===== src/rtl/pipeline_skid_register_pkg.sv =====
// Shared definitions for the elastic pipeline stage register: poison fill,
// skid-buffer state encoding and the reference clock period.
package pipeline_skid_register_pkg;

  localparam logic [31:0] POISON_WORD = 32'h2A2A_2A2A;

  // Widest payload the poison fill can cover; FLUSH_VALUE is a slice of it.
  localparam int unsigned POISON_FILL_WIDTH = 1024;
  localparam logic [POISON_FILL_WIDTH-1:0] POISON_FILL = {32{POISON_WORD}};

  localparam int unsigned CLOCK_PERIOD = 10;

  typedef enum logic [1:0] {
    EMPTY = 2'd0,
    BUSY  = 2'd1,
    FULL  = 2'd2
  } skid_state_t;

endpackage


===== src/rtl/pipeline_skid_register.sv =====
// Elastic stage register with a 2-entry skid buffer, registered In_Ready and
// synchronous flush. Define PIPE_PERF_EN to add stall/flush perf counters.
module pipeline_skid_register
  import pipeline_skid_register_pkg::*;
#(
  parameter int unsigned           DATA_WIDTH      = 64,
  parameter logic [DATA_WIDTH-1:0] FLUSH_VALUE     = POISON_FILL[DATA_WIDTH-1:0],
  parameter int unsigned           STALL_CNT_WIDTH = 32
) (
  input  logic                       CLK,
  input  logic                       RST_N,
  input  logic                       Flush,
  input  logic                       In_Valid,
  output logic                       In_Ready,
  input  logic [DATA_WIDTH-1:0]      In_Data,
  output logic                       Out_Valid,
  input  logic                       Out_Ready,
  output logic [DATA_WIDTH-1:0]      Out_Data,
`ifdef PIPE_PERF_EN
  output logic [STALL_CNT_WIDTH-1:0] Stall_Count,
  output logic [15:0]                Flush_Count,
`endif
  output skid_state_t                dbg_state
);

  // Handshake: a beat transfers on a rising edge where valid and ready are
  // both high; a producer holding valid must keep data stable until ready.
  // In_Ready depends only on the state register, never on Out_Ready.

  if (DATA_WIDTH < 1 || DATA_WIDTH > POISON_FILL_WIDTH || STALL_CNT_WIDTH < 1) begin : g_bad_cfg
    $error("pipeline_skid_register: unsupported DATA_WIDTH or STALL_CNT_WIDTH");
  end

  skid_state_t           state_q, state_d;
  logic [DATA_WIDTH-1:0] main_q, main_d;
  logic [DATA_WIDTH-1:0] skid_q, skid_d;
  logic                  in_fire, out_fire;

  assign in_fire  = In_Valid & In_Ready;
  assign out_fire = Out_Valid & Out_Ready;

  always_ff @(posedge CLK) begin
    if (!RST_N) begin
      state_q <= EMPTY;
      main_q  <= FLUSH_VALUE;
      skid_q  <= FLUSH_VALUE;
    end else begin
      state_q <= state_d;
      main_q  <= main_d;
      skid_q  <= skid_d;
    end
  end

  always_comb begin
    state_d = state_q;
    main_d  = main_q;
    skid_d  = skid_q;
    if (Flush) begin
      state_d = EMPTY;
      main_d  = FLUSH_VALUE;
      skid_d  = FLUSH_VALUE;
    end else begin
      case (state_q)
        EMPTY: begin
          if (in_fire) begin
            state_d = BUSY;
            main_d  = In_Data;
          end
        end
        BUSY: begin
          if (in_fire && out_fire) begin
            main_d = In_Data;
          end else if (in_fire) begin
            state_d = FULL;
            skid_d  = In_Data;
          end else if (out_fire) begin
            state_d = EMPTY;
            main_d  = FLUSH_VALUE;
          end
        end
        FULL: begin
          // The skid entry moves up before anything new is accepted.
          if (out_fire) begin
            state_d = BUSY;
            main_d  = skid_q;
            skid_d  = FLUSH_VALUE;
          end
        end
        default: begin
          state_d = EMPTY;
          main_d  = FLUSH_VALUE;
          skid_d  = FLUSH_VALUE;
        end
      endcase
    end
  end

  always_comb begin
    Out_Valid = (state_q != EMPTY);
    In_Ready  = (state_q != FULL);
  end

  assign Out_Data  = main_q;
  assign dbg_state = state_q;

`ifdef PIPE_PERF_EN
  logic [STALL_CNT_WIDTH-1:0] stall_cnt_q;
  logic [15:0]                flush_cnt_q;

  always_ff @(posedge CLK) begin
    if (!RST_N) begin
      stall_cnt_q <= '0;
      flush_cnt_q <= '0;
    end else begin
      if (Out_Valid && !Out_Ready && !Flush && !(&stall_cnt_q))
        stall_cnt_q <= stall_cnt_q + 1'b1;
      // Only a flush that kills a live beat counts.
      if (Flush && Out_Valid && !(&flush_cnt_q))
        flush_cnt_q <= flush_cnt_q + 1'b1;
    end
  end

  assign Stall_Count = stall_cnt_q;
  assign Flush_Count = flush_cnt_q;
`endif

endmodule


===== config.mk =====
export PLATFORM = sky130hd
export DESIGN_NAME = pipeline_skid_register
export DESIGN_NICKNAME = d
export VERILOG_FILES = /design/src/rtl/pipeline_skid_register_pkg.sv /design/src/rtl/pipeline_skid_register.sv
export SDC_FILE = /design/constraint.sdc
export NUM_CORES = 1
export LEC_CHECK = 0
export CORE_ASPECT_RATIO = 1.75
export CORE_MARGIN = 2
export CORE_UTILIZATION = 34
export CTS_CLUSTER_DIAMETER = 30
export DETAILED_ROUTE_END_ITERATION = 16
export PLACE_DENSITY_LB_ADDON = 0.3
export SLEW_MARGIN = 40
export SYNTH_ARGS = -nofsm -noshare
export SYNTH_HDL_FRONTEND = slang
export SYNTH_SLANG_ARGS = --single-unit

===== constraint.sdc =====
create_clock -name CLK -period 1.7 [get_ports CLK]
set_input_delay 0.17 -clock CLK [delete_from_list [all_inputs] [get_ports CLK]]
set_output_delay 0.17 -clock CLK [all_outputs]
set_load 0.02 [all_outputs]

==> flow_metrics.tcl <==
set metrics [dict create \
    die_area_sq_um 17220 \
    die_x_um 100.1 \
    crit_slowest_cell "clkdlybuf4s50_1" \
    numCtsBuffers 17 \
    yosysWarnings 0 \
    critPathKind "flop to output port" \
    drc_errors 0 \
    hpwl_mm 9.796 \
    ys_async_sr_fraction 0 \
    syn-num-nets 624 \
    cts_root_buf "clkbuf_16" \
    ys_types 28 \
    antenna_found_initial 0 \
    worstSetupEndpointType "output port" \
    powerDensity_nw_per_um2 1002 \
    cp_max_fo 10 \
    ios 137 \
    synth_top_family_by_area "multiplexers" \
    crit_buf_inv 1 \
    wl_per_cell_um 16.34 \
    hp-start "In_Data[53]" \
    syn_avg_cell_area_sq_um 9.892 \
    cts_hold_buf 0 \
    hold_violations 0 \
    slew_viol_final 0 \
    syn-cell-area_sq_um 5490 \
    reg2reg_slack_ns 0.19 \
    stdcell_count 887 \
    rows 61 \
    ir_drop_uv 594.7 \
    fin_worst_skew_ns 0.01264 \
    crit_family "buffers and inverters" \
    final.min_clock_period_ns 1.629 \
    grt_pass1_wl_mm 23.43 \
    finalCritPeriodShare 0.9583 \
    synth-compound-area-share 0.1600 \
    clkLatencyLatePin_ns 0.41 \
    postPlaceCellArea_sq_um 7176 \
    p_total_w 0.007816 \
    synth_flop_cell "dfxtp_1" \
    drt_iter0_drc 175 \
    antenna_cells 0 \
    cts_buffer_depth 2 \
    status "finished, final reports clean" \
    ys_seq_area_frac 0.4740 \
    synth_edf_count 0 \
    nets 754 \
    coreArea_sq_um 15880 \
    globalRouteOverflowTotal 0 \
    utilization 0.4915 \
    timing.fmax_mhz 613.8 \
    synth_xor_area_frac 0 \
    initial_core_util 0.3458 \
    grt_pass1_vias 4673 \
    synthAdderAreaFrac 0 \
    crit_arrival_ns 1.46 \
    hold_end "Out_Data[53]" \
    hold_path_depth 3 \
    r2r_start "dbg_state[1]" \
    rr_endpoint "Out_Data[42]" \
    r2r_cells 5 \
    yosys_register_bits 130 \
    leakage_nw 2.670 \
    dr.pass1.iters 4 \
    required_ns 1.53 \
    clock_sinks 130 \
    hp-class "input pin to flop" \
    slowest_delay_ns 0.63 \
    cts_tree "built" \
    drive_gt1_frac 0.1032 \
    wl_mm 14.49 \
    seqCellArea_sq_um 2606 \
    worst_pin_slew_ns 0.4322 \
    setup_viol 0 \
    startpoint_type "flop" \
    port_buffers 136 \
    dp.cells 854 \
    grt_max_degree 49 \
    path_cells "clkdlybuf4s50_1" \
    grt_setup_unrepaired "false" \
    num_vias 4580 \
    finish.instance_area_sq_um 7802 \
    grt_usage 0.1708 \
    ant_nets 0 \
    cts.htree.levels 4 \
    nFillCells 1494 \
    drv_cap 0 \
    slew_headroom 0.7119 \
    syn2layout_area_growth_pct 42.11 \
    synthMuxAreaShare 0.1604 \
    die_h_um 172.1 \
    clk_pin_slew_ns 0.06 \
    gp_congestion 0.7875 \
    synth_cells 555 \
    via_per_inst 5.163 \
    synthSimpleGateAreaFrac 0.1538 \
    multi_input_area_sq_um 2664 \
]
==> through the flow <==
step           hold slack [ns]  TNS, ns  worst slack [ns]
3_3_place_gp            0.4468   -16.51           -0.3391
4_1_cts                 0.4266        0           0.02093
6_report                0.4405        0           0.07084
2_1_floorplan           0.3448        0            0.1145
3_5_place_dp            0.4463   -8.852           -0.1142
5_1_grt                 0.4643        0          0.005019
==> synthesized netlist by cell type, types with 14 or more instances <==
| master | instances | area share |
|---|---|---|
| a22oi_1 | 40 | 0.055 |
| a31oi_1 | 24 | 0.027 |
| and2_1 | 40 | 0.046 |
| buf_2 | 14 | 0.013 |
| clkbuf_1 | 27 | 0.018 |
| dfxtp_1 | 130 | 0.47 |
| mux2i_1 | 88 | 0.16 |
| nand2_1 | 27 | 0.018 |
| nand2b_1 | 27 | 0.031 |
| nor2_1 | 43 | 0.029 |
| nor3_1 | 23 | 0.021 |
| o2bb2ai_1 | 40 | 0.064 |
==> cells in the final DEF, fill, tap and decap left out, drive strengths merged <==
cell type,netlist,routed
clkbuf,27,18
nor2,43,43
a21oi,3,3
a31oi,24,24
inv,2,6
a21o,1,1
nand2b,27,27
nor3b,1,1
o22a,2,2
a211oi,1,1
nand2,27,27
clkdlybuf4s15,0,1
a22oi,40,40
mux2i,88,88
a21boi,1,1
and2b,1,1
buf,26,29
o2111ai,1,1
o2bb2ai,40,40
nor3,23,23
dfxtp,130,130
bufinv,0,3
clkinv,0,5
clkdlybuf4s50,0,133
o21ai,2,2
dlygate4sd2,0,1
or2,1,1
and2,40,40
nor2b,3,3
nand3b,1,1
clkinvlp,0,2
==> per-layer routing <==
metal	vias up	GRT usage	share of wire
met3	15	0.04163	0.049
li1	2249	-	-
met2	123	0.3123	0.52
met5	-	0	0
met4	0	0.06313	0.011
met1	2193	0.1896	0.42
==> worst register-to-register path: stages, from the launching register on <==
cell and delay, ns:
dfxtp_4 0.39, and2b_1 0.27, a21boi_4 0.24, buf_4 0.24, a22oi_1 0.13, o2bb2ai_1 0.17
==> power breakdown <==
part           switching [W]  internal [W]  total, W
combinational       0.000425      0.000442  0.000867
clock                0.00144       0.00237   0.00380
sequential         0.0000368       0.00311   0.00314
total                0.00190       0.00592   0.00782
==> layout make-up <==
class                   count  share of cell area
multi-input cells         370              0.3414
flip-flops and latches    130              0.3340
repair buffers            164              0.2144
clock buffers              18             0.05629
well taps                 189             0.03031
clock inverters            14             0.02261
inverters                   2           0.0009622
==> cells by family after synthesis <==
group                  after synthesis
AOI/OAI and AO/OA                  115
and+or+nand+nor                    167
muxes                               88
buffers and inverters               55
DFF                                130
==> worst max-delay path by stage <==
| stage | from | endpoint | slack, ns | depth (start not counted) |
|---|---|---|---|---|
| 2_1_floorplan | dbg_state[0] | skid_q[11] | 0.11 | 6 |
| 3_3_place_gp | Out_Ready | Out_Data[30] | -0.34 | 5 |
| 3_5_place_dp | In_Valid | Out_Data[42] | -0.11 | 7 |
| 4_1_cts | dbg_state[0] | In_Ready | 0.02 | 3 |
| 5_1_grt | dbg_state[0] | In_Ready | 0.005 | 3 |
| 6_report | dbg_state[1] | dbg_state[1] | 0.07 | 1 |
==> repair_timing <==
action                                  CTS  global route
endpoints found under the setup margin    4            12
buffers inserted                          0             1
resized for setup                        10             1
pin swaps                                 0             1
==> flip-flops by register name, summed over array words and instances, names as in the netlist <==
signal	flops
skid_q	64
Out_Data	64
dbg_state	2
Note: power is estimated with default switching activity, not from simulation.
